**src/rtl/gb_lcd_capture_if.sv**
```systemverilog
// Frame-buffer write port of gb_lcd_capture: a valid/ready byte-write bus.
// The capture block drives it as master and the frame buffer answers as slave.
interface gb_lcd_capture_if #(
  parameter int FB_ADDR_W = 13
) ();
  logic                 FB_WR;
  logic                 FB_READY;
  logic [FB_ADDR_W-1:0] FB_ADDR;
  logic [7:0]           FB_DATA;

  modport master (output FB_WR, FB_ADDR, FB_DATA, input FB_READY);
  modport slave  (input FB_WR, FB_ADDR, FB_DATA, output FB_READY);
endinterface

```
**src/rtl/gb_lcd_capture.sv**
```systemverilog
// PPU pixel stream -> 2bpp packed frame-buffer writes through a 2-entry write FIFO.
// Define GB_LCD_PALETTE_EN to map each pixel through BGP before packing.
module gb_lcd_capture #(
  parameter int H_PIXELS  = 160,
  parameter int V_LINES   = 144,
  parameter int FB_ADDR_W = 13
) (
  input  logic       clk,
  input  logic       rst,
  input  logic [1:0] PX_OUT,
  input  logic       PX_valid,
  input  logic [1:0] PPU_MODE,
  input  logic       LCD_EN,
  input  logic       ERR_CLR,
`ifdef GB_LCD_PALETTE_EN
  input  logic [7:0] BGP,
`endif
  gb_lcd_capture_if.master fb,
  output logic       FRAME_DONE,
  output logic [7:0] CUR_LY,
  output logic       OVF,
  output logic       LINE_ERR
);
  typedef enum logic [1:0] {DISABLED, CAPTURE, LINE_WAIT, FRAME_WAIT} state_t;
  typedef struct packed {
    logic [FB_ADDR_W-1:0] addr;
    logic [7:0]           data;
  } fb_ent_t;

  state_t     state, state_n;
  logic [7:0] x, x_n, y, y_n, y_inc, pk, pk_n, byte_v, push_data;
  logic [5:0] push_g;
  logic [1:0] prev_mode, px_c, cnt;
  logic       hb_edge, vb_edge, push, pop, lerr, pend, pend_set, fire, ovf_set;
  fb_ent_t    head, tail, ent;

`ifdef GB_LCD_PALETTE_EN
  assign px_c = BGP[{PX_OUT, 1'b0} +: 2];
`else
  assign px_c = PX_OUT;
`endif

  assign hb_edge = (prev_mode == 2'd3) && (PPU_MODE == 2'd0);
  assign vb_edge = (prev_mode != 2'd1) && (PPU_MODE == 2'd1);
  assign y_inc   = (y == 8'hFF) ? y : y + 8'd1;
  assign byte_v  = pk | (8'(px_c) << {x[1:0], 1'b0});

  always_ff @(posedge clk or posedge rst)
    if (rst) state <= DISABLED;
    else     state <= state_n;

  // Pixel is applied first; a mode edge in the same cycle then sees the updated x/packer.
  always_comb begin
    state_n   = state;
    x_n       = x;
    y_n       = y;
    pk_n      = pk;
    push      = 1'b0;
    push_g    = x[7:2];
    push_data = byte_v;
    lerr      = 1'b0;
    pend_set  = 1'b0;
    case (state)
      DISABLED: begin
        x_n  = '0;
        y_n  = '0;
        pk_n = '0;
        if (LCD_EN) state_n = CAPTURE;
      end
      CAPTURE: begin
        if (PX_valid) begin
          if (y >= 8'(V_LINES)) lerr = 1'b1;
          else begin
            x_n = x + 8'd1;
            if (x[1:0] == 2'd3) begin
              push = 1'b1;
              pk_n = '0;
            end else pk_n = byte_v;
            if (x_n == 8'(H_PIXELS)) state_n = LINE_WAIT;
          end
        end
        if (hb_edge) begin
          if (x_n < 8'(H_PIXELS)) begin
            lerr = 1'b1;
            if (x_n[1:0] != 2'd0) begin
              push      = 1'b1;
              push_g    = x_n[7:2];
              push_data = pk_n;
            end
          end
          x_n     = '0;
          y_n     = y_inc;
          pk_n    = '0;
          state_n = CAPTURE;
        end else if (vb_edge) begin
          x_n      = '0;
          y_n      = '0;
          pk_n     = '0;
          pend_set = 1'b1;
          state_n  = FRAME_WAIT;
        end
      end
      LINE_WAIT: begin
        if (PX_valid) lerr = 1'b1;
        if (hb_edge) begin
          x_n     = '0;
          y_n     = y_inc;
          state_n = CAPTURE;
        end else if (vb_edge) begin
          x_n      = '0;
          y_n      = '0;
          pk_n     = '0;
          pend_set = 1'b1;
          state_n  = FRAME_WAIT;
        end
      end
      default: begin
        x_n  = '0;
        y_n  = '0;
        pk_n = '0;
        if (PPU_MODE == 2'd2) state_n = CAPTURE;
      end
    endcase
    if (!LCD_EN) begin
      state_n = DISABLED;
      x_n     = '0;
      y_n     = '0;
      pk_n    = '0;
      push    = 1'b0;
      lerr    = 1'b0;
    end
  end

  assign ent.addr = FB_ADDR_W'(y) * FB_ADDR_W'(H_PIXELS / 4) + FB_ADDR_W'(push_g);
  assign ent.data = push_data;

  assign pop        = (cnt != 2'd0) && fb.FB_READY;
  assign ovf_set    = push && (cnt == 2'd2) && !pop;
  assign fire       = pend && (cnt == 2'd0) && (x[1:0] == 2'd0) && !push;
  assign fb.FB_WR   = (cnt != 2'd0);
  assign fb.FB_ADDR = head.addr;
  assign fb.FB_DATA = head.data;
  assign CUR_LY     = y;

  always_ff @(posedge clk or posedge rst)
    if (rst) begin
      x          <= '0;
      y          <= '0;
      pk         <= '0;
      prev_mode  <= '0;
      pend       <= 1'b0;
      FRAME_DONE <= 1'b0;
      OVF        <= 1'b0;
      LINE_ERR   <= 1'b0;
    end else begin
      x          <= x_n;
      y          <= y_n;
      pk         <= pk_n;
      prev_mode  <= PPU_MODE;
      pend       <= pend_set | (pend & ~fire);
      FRAME_DONE <= fire;
      OVF        <= ovf_set | (OVF & ~ERR_CLR);
      LINE_ERR   <= lerr | (LINE_ERR & ~ERR_CLR);
    end

  // Head is the presented entry; a push into a full FIFO only lands when the head pops.
  always_ff @(posedge clk or posedge rst)
    if (rst) begin
      cnt  <= '0;
      head <= '0;
      tail <= '0;
    end else begin
      case (cnt)
        2'd0: if (push) begin
          head <= ent;
          cnt  <= 2'd1;
        end
        2'd1: begin
          if (push && pop) head <= ent;
          else if (push) begin
            tail <= ent;
            cnt  <= 2'd2;
          end else if (pop) cnt <= 2'd0;
        end
        default: if (pop) begin
          head <= tail;
          if (push) tail <= ent;
          else      cnt  <= 2'd1;
        end
      endcase
    end
endmodule
```
**src/flat_wrapper.sv**
```systemverilog
// flat-port wrapper written by rule: the top's interface ports become plain ports
module gb_lcd_capture_flat 
#(
  parameter int H_PIXELS  = 160,
  parameter int V_LINES   = 144,
  parameter int FB_ADDR_W = 13
)
  (clk, rst, PX_OUT, PX_valid, PPU_MODE, LCD_EN, ERR_CLR, FRAME_DONE, CUR_LY, OVF, LINE_ERR, fb_FB_WR, fb_FB_ADDR, fb_FB_DATA, fb_FB_READY);
  gb_lcd_capture_if #(.FB_ADDR_W(FB_ADDR_W)) fb_i ();
  input  logic clk;
  input  logic rst;
  input  logic [1:0] PX_OUT;
  input  logic PX_valid;
  input  logic [1:0] PPU_MODE;
  input  logic LCD_EN;
  input  logic ERR_CLR;
  output logic FRAME_DONE;
  output logic [7:0] CUR_LY;
  output logic OVF;
  output logic LINE_ERR;
  output wire logic [$bits(fb_i.FB_WR)-1:0] fb_FB_WR;
  output wire logic [$bits(fb_i.FB_ADDR)-1:0] fb_FB_ADDR;
  output wire logic [$bits(fb_i.FB_DATA)-1:0] fb_FB_DATA;
  input wire logic [$bits(fb_i.FB_READY)-1:0] fb_FB_READY;
  assign fb_FB_WR = fb_i.FB_WR;
  assign fb_FB_ADDR = fb_i.FB_ADDR;
  assign fb_FB_DATA = fb_i.FB_DATA;
  assign fb_i.FB_READY = fb_FB_READY;
  gb_lcd_capture #(.H_PIXELS(H_PIXELS), .V_LINES(V_LINES), .FB_ADDR_W(FB_ADDR_W)) u_core (.clk(clk), .rst(rst), .PX_OUT(PX_OUT), .PX_valid(PX_valid), .PPU_MODE(PPU_MODE), .LCD_EN(LCD_EN), .ERR_CLR(ERR_CLR), .fb(fb_i), .FRAME_DONE(FRAME_DONE), .CUR_LY(CUR_LY), .OVF(OVF), .LINE_ERR(LINE_ERR));
endmodule
```
**config.mk**
```make
export PLATFORM = sky130hd
export DESIGN_NAME = gb_lcd_capture_flat
export DESIGN_NICKNAME = d
export VERILOG_FILES = /design/src/rtl/gb_lcd_capture_if.sv /design/src/rtl/gb_lcd_capture.sv /design/src/flat_wrapper.sv
export SDC_FILE = /design/constraint.sdc
export NUM_CORES = 1
export LEC_CHECK = 0
export BUFFER_PORTS_ARGS = -buffer_cell sky130_fd_sc_hd__clkbuf_2
export CORE_ASPECT_RATIO = 0.8
export CORE_MARGIN = 2
export CORE_UTILIZATION = 30
export DETAILED_ROUTE_END_ITERATION = 8
export PLACE_DENSITY = 0.5
export SETUP_SLACK_MARGIN = 0.15
export SLEW_MARGIN = 20
export SYNTH_ARGS = -nofsm -noshare
export SYNTH_HDL_FRONTEND = slang
export SYNTH_SLANG_ARGS = --single-unit
```
**constraint.sdc**
```tcl
create_clock -name clk -period 11.55 [get_ports clk]
set_input_delay 1.7325 -clock clk [delete_from_list [all_inputs] [get_ports clk]]
set_output_delay 1.7325 -clock clk [all_outputs]
set_load 0.01 [all_outputs]
```
==> summary.txt <==
Status
  • Status: completed

Placed design
  • Port Buf Inserts: 42
  • Gp weighted congestion: 0.8661
  • Dpl cell area: 5245 um^2
  • Post-DP HPWL: 9.134 mm

Clocking
  • Worst-Skew Late Latency: 0.35 ns
  • Longest Clk Path Bufs: 2
  • Clock sink total: 76
  • CTS tree: yes
  • CTS Hold Bufs: 0
  • Post_cts resized: 0
  • Root Buffer: clkbuf_16
  • Post-CTS setup buffers: 0
  • Clock transition at path regs: 0.06 ns
  • CTS Buf Count: 9
  • CTS H-tree depth: 3

STA
  • Fin. max-slew vios: 0
  • Worst Hold Slack: 0.4978 ns
  • Worst-margin pin slew: 0.8970 ns
  • Hold Vio Cnt, Final: 0
  • Slew margin rel.: 39.84%
  • RSZ-0062 raised after global routing: false
  • Tmin final: 5.115 ns
  • Highest achievable clock rate: 195.5 MHz
  • Clk_skew: 0.008843 ns
  • Period utilisation layout: 44.28%
  • TNS Setup: 0 ns
  • Final setup violation count: 0

Power and ir drop
  • Pwr dens: 131.4 nW/um^2
  • Max VDD drop: 0.05104 mV
  • Leak: 2.543 nW

Global route
  • Vias in the first global route: 3,864
  • First-pass GRT wire length: 20.96 mm
  • Initial antenna violation count: 1
  • GRT Util Overall: 15.32%
  • Grt total ovfl: 0
  • Largest net degree at the start of global routing: 77

Floorplanning
  • Die Height: 117.9 um
  • Initial Utilization: 30.76%
  • IO Count: 43
  • Core area: 15,800 um^2
  • # rows: 41
  • Die width: 146.3 um
  • Die ar.: 17,240 um^2

Worst setup path
  • R2R depth: 15
  • Reg2reg start: u_core.x[0]
  • Critical path class: input pin to flop
  • CP Capture Type: flop
  • Critical Path Start: PPU_MODE[1]
  • Arr. time, crit path: 5.40 ns
  • Worst Path Max Fanout: 10
  • Crit Reg-Reg Endpoint: u_core.tail[19]
  • Required time of the critical path: 11.83 ns
  • CP Launch Type: input pin
  • R2R setup slack: 6.95 ns

Logic synthesis
  • Sequential area share after synthesis: 39.12%
  • Syn nets: 542
  • Synth Area in XOR/XNOR: 3.063%
  • Synth Area in Adders: 6.486%
  • Main area contributors after synthesis: dfrtp_1, ha_1, mux2_2
  • Most frequent cell after synthesis: dfrtp_1
  • Post-synth EDFFs: 0
  • Mux share of post-synthesis cell area: 10.30%
  • Synth Register Bits: 76
  • Most used DFF post-synth: dfrtp_1
  • Post-Synth Simple-Gate Area: 16.06%
  • Average size of a mapped cell: 9.569 um^2
  • Cell Area, Synth: 4861 um^2
  • Unique cell type count in the Yosys netlist: 67
  • Synth top cells by count: dfrtp_1, o21ai_0, nand2_1
  • Area share of the largest cell type after synthesis: 39.12%
  • Mapped Cells: 508
  • Post-synthesis async set-or-reset flop share: 100.0%
  • Largest area contributor in the netlist: dfrtp_1
  • Yosys warns: 0
  • Compound-Gate Fraction of Synth Area: 20.36%
  • Main combinational cell family by area after synthesis: compound AO/OA/AOI/OAI gates

Routing
  • Drt drc: 0
  • Drt via density: 5.362
  • Pre-antenna DRT Iters: 5
  • Detail Route Antenna Nets: 0
  • Total routed wirelength: 12.79 mm
  • Detailed-route via count: 4,070
  • DR iter-0 viols: 311
  • Avg WL per Cell: 16.85 um

Layout
  • Layout cells sized above 1: 18.20%
  • Layout area overhead: 14.67%
  • Finished Cell Area: 5574 um^2
  • Nets: 573
  • ANT cells: 0

Min path
  • Worst hold path startpoint: u_core.tail[8]
  • Hold Path Depth: 1
  • HP Class: flop to flop
  • Hold Crit Endpoint: u_core.tail[8]

Flow run
  • Number of max-cap violations: 0
==> how the worst max path moves through the flow <==
stage,end,slack [ns],cells after the start
3_5_place_dp,u_core.tail[19],6.09,14
4_1_cts,u_core.tail[19],6.44,14
2_1_floorplan,u_core.tail[19],6.58,14
6_report,u_core.tail[19],6.44,14
5_1_grt,u_core.fb.FB_ADDR[12],6.15,12
3_3_place_gp,u_core.fb.FB_ADDR[11],6.25,14
==> cell type report <==
| type | instances | area, um^2 |
|---|---|---|
| fillers | 1654 | 10230 |
| multi-input cells | 379 | 2743 |
| flip-flops and latches | 76 | 1902 |
| clock buffers | 11 | 242.7 |
| repair buffers | 45 | 236.5 |
| clock inverters | 5 | 75.07 |
| well taps | 215 | 269.0 |
| inverters | 28 | 106.4 |
==> registers in the layout, indices dropped and copies added, names as in the netlist <==
register / flops
u_core.tail: 21
u_core.fb.FB_ADDR: 13
u_core.CUR_LY: 8
u_core.fb.FB_DATA: 8
u_core.pk: 8
u_core.x: 8
u_core.cnt: 2
u_core.prev_mode: 2
u_core.state: 2
u_core.FRAME_DONE: 1
u_core.LINE_ERR: 1
u_core.OVF: 1
u_core.pend: 1
==> critical path, cell delays in order <==
cell	delay [ns]
clkbuf_2	0.13
or3_1	0.58
nor3_1	0.50
nand3_1	0.15
xnor2_1	0.18
ha_1	0.21
inv_1	0.06
fa_1	0.41
nor2b_1	0.12
o21ai_0	0.12
or3_1	0.37
or4_1	0.46
a211o_1	0.29
nand2_1	0.06
==> cells by family (layout without fill, tap and decap cells) <==
family / count (synthesis) / in the layout
AO/OA/AOI/OAI: 142 / 142
multiplexers: 46 / 46
adder cells (fa/ha/maj): 24 / 24
buffers and inverters: 53 / 89
AND/OR/NAND/NOR: 150 / 150
flip-flops: 76 / 76
XOR/XNOR: 17 / 17
==> metal layers <==
metal | global-route usage [%] | wire length (um) | vias to the layer above
li1 | - | - | 1934
met1 | 22.19 | 6319 | 1996
met2 | 22.26 | 5523 | 123
met3 | 3.915 | 736 | 17
met4 | 4.915 | 212 | 0
met5 | 0 | 0 | -
==> cell usage in the layout (no fill, tap or decap), types with 11 or more instances in the layout <==
master    count
a21oi_1      16
and3_1       16
clkbuf_2     42
dfrtp_1      76
ha_1         22
inv_1        27
mux2_2       24
mux2i_1      19
nand2_1      42
nor2_1       32
o21ai_0      44
xnor2_1      11
==> report_power, final <==
group	internal (mW)	total, mW	leakage [nW]	switching [mW]
Clock	0.194	0.308	0.159	0.114
Combinational	0.0437	0.132	1.35	0.0879
Sequential	0.282	0.293	1.03	0.0111
Total	0.520	0.733	2.54	0.213
==> through the flow <==
| step | util, % | setup WS, ns | instances | total power, mW |
|---|---|---|---|---|
| final | 35.28 | 6.435 | 759 | 0.7326 |
| after global placement | 33.20 | 6.245 | 743 | 0.4282 |
| after CTS | 35.21 | 6.441 | 759 | 0.7415 |
| after floorplan | - | 6.580 | 508 | 0.3850 |
| after detailed placement | 33.20 | 6.094 | 743 | 0.4293 |
| after global routing | 35.28 | 6.148 | 759 | 0.7706 |
Note: power is estimated with default switching activity, not from simulation.
